$ cat src/rtl/pipeline_pkg.sv
// rtl/pipeline_pkg.sv - shared types and constants for the ID -> RR -> EX pipeline
package pipeline_pkg;

  localparam int NUM_GPR = 16;
  localparam int IDX_W   = 4;
  localparam int RSP_GPR = 4;
  localparam int XLEN    = 64;

  localparam logic [7:0] OP_PUSH_LO = 8'd80;
  localparam logic [7:0] OP_PUSH_HI = 8'd87;
  localparam logic [7:0] OP_POP_LO  = 8'd88;
  localparam logic [7:0] OP_POP_HI  = 8'd95;
  localparam logic [7:0] OP_CALL    = 8'd232;
  localparam logic [7:0] OP_RET     = 8'd195;
  localparam logic [7:0] OP_MUL     = 8'd247;

  typedef logic [0:XLEN-1] gpr_t;
  typedef gpr_t regfile_t [0:NUM_GPR-1];

  typedef enum logic {RUN = 1'b0, DRAIN = 1'b1} rr_state_t;

  typedef struct packed {
    logic [7:0]         opcode;
    logic               twob;
    logic [IDX_W-1:0]   reg_byte;
    logic [IDX_W-1:0]   rm_byte;
    logic               src_a_en;
    logic               src_b_en;
    logic               use_rsp;
    logic [NUM_GPR-1:0] dst_mask;
  } id_rr_t;

  typedef struct packed {
    logic [7:0]         opcode;
    logic               twob;
    logic [IDX_W-1:0]   reg_byte;
    logic [IDX_W-1:0]   rm_byte;
    logic [XLEN-1:0]    op_a;
    logic [XLEN-1:0]    op_b;
    logic [XLEN-1:0]    rsp;
    logic [NUM_GPR-1:0] dst_mask;
  } rr_ex_t;

  function automatic logic is_stack_op(input logic [7:0] op);
    return (op >= OP_PUSH_LO && op <= OP_POP_HI) || op == OP_CALL || op == OP_RET;
  endfunction

endpackage

$ cat src/rtl/mod_scoreboard.sv
// rtl/mod_scoreboard.sv - per-register pending-write counters with RAW/WAW hazard detection
module mod_scoreboard
  import pipeline_pkg::*;
#(
  parameter int NREGS   = NUM_GPR,
  parameter int PEND_W  = 2,
  parameter int RSP_IDX = RSP_GPR
) (
  input  logic             clk,
  input  logic             reset,
  input  logic             accept,
  input  logic [NREGS-1:0] inc_mask,
  input  logic             src_a_en,
  input  logic [IDX_W-1:0] src_a_idx,
  input  logic             src_b_en,
  input  logic [IDX_W-1:0] src_b_idx,
  input  logic             use_rsp,
  input  logic             wb_retire,
  input  logic [NREGS-1:0] wb_dst_mask,
  input  logic             wb_byp_en,
  input  logic [IDX_W-1:0] wb_byp_idx,
  input  logic             undo,
  input  logic [NREGS-1:0] undo_mask,
  output logic             hazard,
  output logic             all_clear,
  output logic             sb_error
);

  localparam logic [PEND_W-1:0] PEND_MAX   = '1;
  localparam logic [PEND_W+1:0] PEND_MAX_X = {2'b00, PEND_MAX};

  logic [PEND_W-1:0] pend     [NREGS];
  logic [PEND_W-1:0] pend_nxt [NREGS];
  logic              err_nxt;

  // A source with exactly one pending write is usable when that write retires and bypasses now.
  always_comb begin
    hazard    = 1'b0;
    all_clear = 1'b1;
    for (int i = 0; i < NREGS; i++) begin
      if ((src_a_en && src_a_idx == IDX_W'(i)) || (src_b_en && src_b_idx == IDX_W'(i)) ||
          (use_rsp && i == RSP_IDX)) begin
        if (pend[i] != '0 &&
            !(pend[i] == PEND_W'(1) && wb_retire && wb_dst_mask[i] && wb_byp_en &&
              wb_byp_idx == IDX_W'(i)))
          hazard = 1'b1;
      end
      if (inc_mask[i] && pend[i] == PEND_MAX) hazard = 1'b1;
      if (pend[i] != '0) all_clear = 1'b0;
    end
  end

  always_comb begin
    logic [PEND_W+1:0] up;
    logic [PEND_W+1:0] dn;
    up      = '0;
    dn      = '0;
    err_nxt = 1'b0;
    for (int i = 0; i < NREGS; i++) begin
      pend_nxt[i] = pend[i];
      up = {2'b00, pend[i]} + (PEND_W+2)'(accept && inc_mask[i]);
      dn = (PEND_W+2)'(wb_retire && wb_dst_mask[i]) + (PEND_W+2)'(undo && undo_mask[i]);
      if (up < dn) begin
        pend_nxt[i] = '0;
        err_nxt     = 1'b1;
      end else if (up - dn > PEND_MAX_X) begin
        pend_nxt[i] = PEND_MAX;
        err_nxt     = 1'b1;
      end else begin
        pend_nxt[i] = PEND_W'(up - dn);
      end
    end
  end

  always_ff @(posedge clk) begin
    if (reset) begin
      for (int i = 0; i < NREGS; i++) pend[i] <= '0;
      sb_error <= 1'b0;
    end else begin
      for (int i = 0; i < NREGS; i++) pend[i] <= pend_nxt[i];
      if (err_nxt) sb_error <= 1'b1;
    end
  end

endmodule

$ cat src/rtl/mod_regread.sv
// rtl/mod_regread.sv - register-read/issue stage: operand read, bypass, issue register, flush drain FSM
module mod_regread
  import pipeline_pkg::*;
#(
  parameter int NREGS   = NUM_GPR,
  parameter int PEND_W  = 2,
  parameter int RSP_IDX = RSP_GPR
) (
  input  logic             clk,
  input  logic             reset,
  input  logic             id_valid,
  output logic             id_ready,
  input  logic [7:0]       id_opcode,
  input  logic             id_twob,
  input  logic [IDX_W-1:0] id_regByte,
  input  logic [IDX_W-1:0] id_rmByte,
  input  logic             id_src_a_en,
  input  logic             id_src_b_en,
  input  logic             id_use_rsp,
  input  logic [NREGS-1:0] id_dst_mask,
  input  gpr_t             regfile [0:NREGS-1],
  input  logic             wb_retire,
  input  logic [NREGS-1:0] wb_dst_mask,
  input  logic             wb_byp_en,
  input  logic [IDX_W-1:0] wb_byp_idx,
  input  logic [XLEN-1:0]  wb_byp_data,
  input  logic             flush,
  output logic             ex_valid,
  input  logic             ex_ready,
  output logic [7:0]       ex_opcode,
  output logic             ex_twob,
  output logic [IDX_W-1:0] ex_regByte,
  output logic [IDX_W-1:0] ex_rmByte,
  output logic [XLEN-1:0]  ex_op_a,
  output logic [XLEN-1:0]  ex_op_b,
  output logic [XLEN-1:0]  ex_rsp,
  output logic [NREGS-1:0] ex_dst_mask,
  output logic [31:0]      stall_count,
  output logic             sb_error
);

  rr_state_t state_q, state_d;
  id_rr_t    id_pkt;
  rr_ex_t    iss, ex_q;
  logic      hazard, all_clear, accept;

  assign id_pkt = '{opcode: id_opcode, twob: id_twob, reg_byte: id_regByte, rm_byte: id_rmByte,
                    src_a_en: id_src_a_en, src_b_en: id_src_b_en, use_rsp: id_use_rsp,
                    dst_mask: id_dst_mask};

  assign id_ready = !reset && state_q == RUN && !hazard && (!ex_valid || ex_ready) && !flush;
  assign accept   = id_valid && id_ready;

  // Same-cycle writeback wins over the (not yet updated) register file.
  always_comb begin
    iss          = '0;
    iss.opcode   = id_pkt.opcode;
    iss.twob     = id_pkt.twob;
    iss.reg_byte = id_pkt.reg_byte;
    iss.rm_byte  = id_pkt.rm_byte;
    iss.dst_mask = id_pkt.dst_mask;
    if (id_pkt.src_a_en)
      iss.op_a = (wb_byp_en && wb_byp_idx == id_pkt.reg_byte) ? wb_byp_data : regfile[id_pkt.reg_byte];
    if (id_pkt.src_b_en)
      iss.op_b = (wb_byp_en && wb_byp_idx == id_pkt.rm_byte) ? wb_byp_data : regfile[id_pkt.rm_byte];
    if (id_pkt.use_rsp)
      iss.rsp = (wb_byp_en && wb_byp_idx == IDX_W'(RSP_IDX)) ? wb_byp_data : regfile[RSP_IDX];
  end

  always_comb begin
    state_d = state_q;
    case (state_q)
      RUN:     if (flush) state_d = DRAIN;
      DRAIN:   if (!flush && all_clear) state_d = RUN;
      default: state_d = RUN;
    endcase
  end

  always_ff @(posedge clk) begin
    if (reset) begin
      state_q     <= RUN;
      ex_valid    <= 1'b0;
      ex_q        <= '0;
      stall_count <= '0;
    end else begin
      state_q <= state_d;
      if (id_valid && !id_ready) stall_count <= stall_count + 32'd1;
      if (flush) begin
        ex_valid <= 1'b0;
      end else if (accept) begin
        ex_valid <= 1'b1;
        ex_q     <= iss;
      end else if (ex_ready) begin
        ex_valid <= 1'b0;
      end
    end
  end

  assign ex_opcode   = ex_q.opcode;
  assign ex_twob     = ex_q.twob;
  assign ex_regByte  = ex_q.reg_byte;
  assign ex_rmByte   = ex_q.rm_byte;
  assign ex_op_a     = ex_q.op_a;
  assign ex_op_b     = ex_q.op_b;
  assign ex_rsp      = ex_q.rsp;
  assign ex_dst_mask = ex_q.dst_mask;

  // A squashed packet will never retire, so its pending writes are returned here.
  mod_scoreboard #(.NREGS(NREGS), .PEND_W(PEND_W), .RSP_IDX(RSP_IDX)) u_sb (
    .clk         (clk),
    .reset       (reset),
    .accept      (accept),
    .inc_mask    (id_pkt.dst_mask),
    .src_a_en    (id_pkt.src_a_en),
    .src_a_idx   (id_pkt.reg_byte),
    .src_b_en    (id_pkt.src_b_en),
    .src_b_idx   (id_pkt.rm_byte),
    .use_rsp     (id_pkt.use_rsp),
    .wb_retire   (wb_retire),
    .wb_dst_mask (wb_dst_mask),
    .wb_byp_en   (wb_byp_en),
    .wb_byp_idx  (wb_byp_idx),
    .undo        (flush && ex_valid),
    .undo_mask   (ex_q.dst_mask),
    .hazard      (hazard),
    .all_clear   (all_clear),
    .sb_error    (sb_error)
  );

endmodule

$ cat config.mk
export PLATFORM = sky130hd
export DESIGN_NAME = mod_regread
export DESIGN_NICKNAME = d
export VERILOG_FILES = /design/src/rtl/pipeline_pkg.sv /design/src/rtl/mod_scoreboard.sv /design/src/rtl/mod_regread.sv
export SDC_FILE = /design/constraint.sdc
export NUM_CORES = 2
export LEC_CHECK = 0
export CAP_MARGIN = 20
export CELL_PAD_IN_SITES_DETAIL_PLACEMENT = 0
export CELL_PAD_IN_SITES_GLOBAL_PLACEMENT = 1
export CORE_AREA = 2 2 544 546
export DETAILED_ROUTE_END_ITERATION = 7
export DIE_AREA = 0 0 546 548
export PLACE_DENSITY = 0.42
export SLEW_MARGIN = 20
export SYNTH_ARGS = -nofsm -noshare
export SYNTH_HDL_FRONTEND = slang
export SYNTH_SLANG_ARGS = --single-unit
$ cat constraint.sdc
create_clock -name clk -period 8 [get_ports clk]
set_input_delay 0.8 -clock clk [delete_from_list [all_inputs] [get_ports clk]]
set_output_delay 0.8 -clock clk [all_outputs]
set_load 0.1 [all_outputs]
### Yosys cells after proc, flatten, opt, wreduce, memory -nomap -nowiden

Memories as Yosys holds them, arrays and structs flattened.
Index checks and enable logic that the tools add are counted.

| operators by class | value |
|---|---|
| mux-type cells | 164 |
| shift-type cells | 0 |
| div/mod/pow operators | 0 |
| $mul | 0 |
| reductions and logical operators | 248 |
| eq/ne operators | 79 |
| order comparisons | 34 |
| add/sub/neg operators | 49 |
| bitwise logic cells | 20 |

Operators with widths:

| kind | count |
|---|---|
| two-way mux 64 bit | 10 |
| binary-select mux 64 bit (select 4 bit) | 2 |
| logical AND 1 bit | 187 |
| two-way mux 1 bit | 103 |
| == test 4 bit (second input constant) | 24 |
| two-way mux 2 bit | 48 |
| greater-than comparator 4 x 2 -> 1 bit (second input constant) | 16 |
| < comparator 4 bit | 16 |
| subtractor 4 bit | 16 |
| adder 2 x 1 -> 3 bit | 16 |
| == test 4 x 3 -> 1 bit (second input constant) | 12 |
| nonzero test 2 bit | 17 |
| adder 1 x 1 -> 2 bit | 16 |
| adder 32 x 1 -> 32 bit (second input constant) | 1 |
| == test 2 x 1 -> 1 bit (second input constant) | 16 |
| == test 2 bit (second input constant) | 16 |
| == test 4 x 2 -> 1 bit (second input constant) | 6 |
| logical NOT 1 bit | 21 |
| logical OR 1 bit | 18 |
| OR 1 bit | 16 |
| == test 4 x 1 -> 1 bit (second input constant) | 3 |
| logical NOT 4 bit | 3 |
| greater-or-equal comparator 5 bit (second input constant) | 2 |
| inverter 4 -> 5 bit | 2 |
| 5 further kinds | 7 |

| word-level totals | value |
|---|---|
| bits in read-only memories | 0 |
| memory bits (writable) | 32 |
| memories | 1 |
| latch bits | 0 |
| word-level logic and storage cells | 607 |
| flip-flop bits (word level) | 260 |
| bits of input ports | 1151 |
| output and inout port bits | 260 |

Memory list:

| name | depth | width | read ports | clocked after memory_dff | write ports | line | source |
|---|---|---|---|---|---|---|---|
| u_sb.pend | 16 | 2 | 16 | 0 | 16 | mod_scoreboard.sv:32 | `logic [PEND_W-1:0] pend [NREGS];` |

### Logic depth before layout (Yosys ltp)

An unclocked memory read counts as a cell.

| depth | value |
|---|---|
| depth after elaboration | 97 |
| depth in mapped cells | 23 |

### Cells and area by module

A second synthesis with hierarchy kept.

| unflattened totals | value |
|---|---|
| cell total of the unflattened synthesis | 2495 |
| area, all modules | 28828.9 um^2 |

Modules (own cells, without submodules):

| module | sequential area each (um^2) | cells an instance | times used | area an instance (um^2) |
|---|---|---|---|---|
| mod_regread | 5185.0 | 2006 | 1 | 24608.6 |
| mod_scoreboard | 660.6 | 489 | 1 | 4220.3 |

### Least setup slack after synthesis

OpenSTA, ideal clock, no wires.

| timing path | value |
|---|---|
| kind | input to register |
| from | input port wb_byp_idx[2] |
| to | register u_sb.sb_error |
| stages | 22 |
| setup slack | 3375 ps |
| setup time | 133 ps |
| arrival time | 4492 ps |
| cells stage by stage | buf_2 -> nand2b_1 -> o31a_1 -> o21ai_1 -> nand4_1 -> or4_1 -> buf_2 -> inv_2 -> buf_6 -> buf_4 -> buf_2 -> nand3_1 -> inv_1 -> ha_1 -> inv_1 -> ha_1 -> fa_1 -> ha_1 -> nor4_1 -> nand4_1 -> nor4_1 -> a31oi_1 |

| on the way | value |
|---|---|
| word-level cells in the longest chain between the ends | 93 |
| elaborated cells between the ends (all ways) | 229 |
| those cells by class | add/sub (32); order compare (32); eq/ne (15); mux (80); reduce/logical (70) |

Ends and longest elaborated chain:

| item | line | source |
|---|---|---|
| from (decl) | mod_regread.sv:25 | `input logic [IDX_W-1:0] wb_byp_idx,` |
| logical NOT 4 bit | mod_scoreboard.sv:45 | `wb_byp_idx == IDX_W'(i)))` |
| logical AND 1 bit | mod_scoreboard.sv:44 | `!(pend[i] == PEND_W'(1) && wb_retire && wb_dst_mask[i] && wb_byp_en &&` |
| logical NOT 1 bit | mod_scoreboard.sv:44 |  |
| logical AND 1 bit | mod_scoreboard.sv:43 | `if (pend[i] != '0 &&` |
| two-way mux 1 bit | mod_scoreboard.sv:43 |  |
| two-way mux 1 bit | mod_scoreboard.sv:41 | `if ((src_a_en && src_a_idx == IDX_W'(i)) \|\| (src_b_en && src_b_idx == IDX_W'(i)) \|\|` |
| two-way mux 1 bit | mod_scoreboard.sv:48 | `if (inc_mask[i] && pend[i] == PEND_MAX) hazard = 1'b1;` |
| two-way mux 1 bit | mod_scoreboard.sv:43 |  |
| (+77 left out) | -- |  |
| two-way mux 1 bit | mod_scoreboard.sv:66 | `end else if (up - dn > PEND_MAX_X) begin` |
| two-way mux 1 bit | mod_scoreboard.sv:63 | `if (up < dn) begin` |
| two-way mux 1 bit | mod_scoreboard.sv:66 |  |
| two-way mux 1 bit | mod_scoreboard.sv:63 |  |
| two-way mux 1 bit | mod_scoreboard.sv:66 |  |
| two-way mux 1 bit | mod_scoreboard.sv:63 |  |
| two-way mux 1 bit | mod_scoreboard.sv:66 |  |
| two-way mux 1 bit * | mod_scoreboard.sv:63 |  |
| to (signal assigned) | mod_scoreboard.sv:78 | `sb_error <= 1'b0;` |
| to (signal assigned) | mod_scoreboard.sv:81 | `if (err_nxt) sb_error <= 1'b1;` |
| to (decl) | mod_scoreboard.sv:26 | `output logic sb_error` |

Mark *: on every way between the ends. The rest lies on a longest branch, timed or not.
A chain may end at the register's enable or synchronous reset.

### Worst setup path after layout

| timing path | value |
|---|---|
| from | input port wb_retire |
| to | register u_sb.sb_error |

| on the way | value |
|---|---|
| word-level cells in the longest chain between the ends | 95 |
| elaborated cells between the ends (all ways) | 293 |
| those cells by class | add/sub (48); order compare (32); mux (80); reduce/logical (133) |

Ends and longest elaborated chain:

| item | line | source |
|---|---|---|
| from (decl) | mod_regread.sv:22 | `input logic wb_retire,` |
| logical AND 1 bit (4 in series) | mod_scoreboard.sv:44 |  |
| logical NOT 1 bit | mod_scoreboard.sv:44 |  |
| logical AND 1 bit | mod_scoreboard.sv:43 |  |
| two-way mux 1 bit | mod_scoreboard.sv:43 |  |
| two-way mux 1 bit | mod_scoreboard.sv:41 |  |
| two-way mux 1 bit | mod_scoreboard.sv:48 |  |
| two-way mux 1 bit | mod_scoreboard.sv:43 |  |
| two-way mux 1 bit | mod_scoreboard.sv:41 |  |
| (+76 left out) | -- |  |
| two-way mux 1 bit | mod_scoreboard.sv:66 |  |
| two-way mux 1 bit | mod_scoreboard.sv:63 |  |
| two-way mux 1 bit | mod_scoreboard.sv:66 |  |
| two-way mux 1 bit | mod_scoreboard.sv:63 |  |
| two-way mux 1 bit | mod_scoreboard.sv:66 |  |
| two-way mux 1 bit | mod_scoreboard.sv:63 |  |
| two-way mux 1 bit | mod_scoreboard.sv:66 |  |
| two-way mux 1 bit * | mod_scoreboard.sv:63 |  |

Marks and branches as above.

==> out/qor.yml <==
outcome:
  outcome: "finished clean"
worst_setup_path:
  arrival_ps: 6350
  rr_worst_depth: 16
  required_ps: 8510
  start_kind: "input pin"
  r2r-start: "ex_valid"
  r2r-end: "u_sb.sb_error"
  cp-end-kind: "flop"
  r2r_slack_ps: 2740
  critical_path.max_fanout: 24
  crit_type: "in2reg"
logic_synthesis:
  synthFlopType: "dfxtp_1"
  synth_area_leader_cell: "mux4_2"
  synth_most_common_cell: "mux4_2"
  synth-edff-count: 0
  synth_fp_nets: 3918
  yosysSeqAreaShare_pct: 18.3
  synth_top_area_share_pct: 45.2
  syn_area_um2: 31900
  yosys.cell_types.count: 57
  synth_cells: 2654
  synth_seq_cells: 292
  yosysWarnings: 0
  synthTopCellsByArea: "mux4_2 (45%), dfxtp_1 (18%), mux2i_1 (6.1%)"
  synthTopCellsByCount: "mux4_2 (640), dfxtp_1 (292), clkbuf_1 (215)"
  synth.avg_cell_area_um2: 12.0
  ys_async_sr_fraction_pct: 0
finish:
  final-seq-area_um2: 5850
  post-route-util_pct: 17.8
  syn2layout_area_growth_pct: 63.0
  multi_input_area_um2: 24400
  fillers: 32200
  fin_area_um2: 52000
  fin_cells: 7889
  drive_gt1_share_pct: 23.1
  layout.nets: 5131
timing:
  finalClockSkew_ps: 49.3
  rsz0062_at_grt: "false"
  tightest_slew_ps: 1250
  final-hold-violation-count: 0
  period_share_pct: 73.0
  min_period_ps: 5840
  max_freq_ghz: 0.171
  maxSlewHeadroom_pct: 16.7
  setup_viol: 0
  setup-tns-final_ps: 0
  setup_ws_ps: 2160
  hold-worst-slack_ps: 476
  drv_slew: 0
hold_path:
  hold-path-cell-count: 2
  hold_path_class: "reg2reg"
  hp-start: "ex_regByte[3]"
  min_to: "ex_regByte[3]"
placed_design:
  place_area_um2: 50100
  dp_hpwl_mm: 260
  place_congestion: 0.892
  io_buffers: 1410
  pre_cts_ws_ps: 1450
  dp.cells: 7733
die:
  core-area_um2: 293000
  fp.dieW_um: 546
  io_pins: 1411
  die-area_um2: 299000
  rows: 199
  die_h_um: 548
  start_util_pct: 10.9
power_and_ir_drop:
  powerDensity_nw_per_um2: 137
  vdd_ir_drop_max_mv: 0.137
  p_leak_nw: 17.0
  total_power_mw: 7.12
global_route:
  grt_usage_pct: 20.0
  antenna_found_initial: 254
  grt-ovfl-total: 0
  grt_pass1_wl_mm: 390
  grt_max_degree: 98
  grt_pass1_vias: 33700
routing:
  antenna_left: 0
  post-route-drc-count: 0
  drt_first_pass_iters: 5
  viasPerCell: 4.32
  drt_wl_total_mm: 310
  vias: 34100
  drt_iter0_drc: 3257
  wire_per_inst_um: 39.4
clock_network:
  root_buffer: "clkbuf_16"
  numCtsBuffers: 51
  cts.sinks: 292
  cts_setup_buffers: 0
  ctsHoldBuffers: 0
  ctsLongestPathBuffers: 3
  path_clk_slew_ps: 60
  clk_latency_ps: 690
  cts_max_level: 2
  ctsResizeCount: 0
  cts_tree: "yes"
job:
  drv_cap: 0
-- area by class of cell --
class                      count  area share [%]
clock buffer                  67            2.77
antenna                       65           0.313
sequential                   292            11.2
tap                         3919            9.43
multi-input combinational   1946            46.9
clock inverter                24           0.620
inverter                     105           0.782
timing repair buffer        1471            28.0
-- sequential cells by signal, summed over array words and instances, names as in the netlist, 4 cells and up --
name	count
ex_op_a	64
ex_op_b	64
ex_rsp	64
stall_count	32
u_sb.pend	32
ex_dst_mask	16
ex_opcode	8
ex_regByte	4
ex_rmByte	4
-- where the power goes --
part,internal [mW],total [mW],switching (mW)
Clock,1.48,2.47,0.990
Sequential,1.53,1.65,0.122
Combinational,1.38,2.99,1.62
Total,4.39,7.12,2.73
-- kinds of logic (layout without fill, tap and decap cells) --
group	Yosys count	in the layout	synth area share [%]
mux	835	835	51.3
compound gates	576	576	11.8
buf+inv	416	1667	5.46
simple gates	413	413	7.76
flops	292	292	18.3
fa+ha+maj	113	113	5.18
xor+xnor	9	9	0.247
other cells	0	65	0
-- layout by cell type, fill, tap and decap left out, types with 53 or more instances in the layout --
cell type and count:
diode_2 65, nor2b_1 142, o21ai_0 179, o31ai_1 204, buf_4 107, clkdlybuf4s50_1 1338, nand3_1 53, mux4_2 640
ha_1 81, dfxtp_1 292, inv_1 102, clkbuf_16 53, mux2i_1 193
-- critical path: stages --
cell and delay [ps]:
clkdlybuf4s50_1 1040, and4b_1 440, a41oi_1 170, a22oi_1 240
nand4_1 180, or4_4 540, inv_2 510, and3_1 280
ha_1 130, inv_1 40, ha_1 210, fa_1 430
ha_1 260, nor4_1 580, nand4_1 150, nor4_1 200
a31oi_1 110
-- metal layers --
metal  global-route usage [%]  share of wire [%]  up-vias
li1                         -                  -    13600
met1                     25.2                 41    17900
met2                     31.8                 45     1979
met3                     8.04                 11      428
met4                     4.51                2.4      118
met5                        0               0.24        -
-- worst max-delay path by stage --
stage / from / endpoint / slack (ps) / cells past startpoint
2_1_floorplan: wb_byp_idx[2] / u_sb.sb_error / 3380 / 22
3_3_place_gp: wb_retire / u_sb.sb_error / 1440 / 17
3_5_place_dp: wb_retire / u_sb.sb_error / 1450 / 17
4_1_cts: wb_retire / u_sb.sb_error / 2170 / 17
5_1_grt: wb_retire / u_sb.sb_error / 1760 / 17
6_report: wb_retire / u_sb.sb_error / 2160 / 17
No activity file was read; power rests on OpenSTA's default activity.
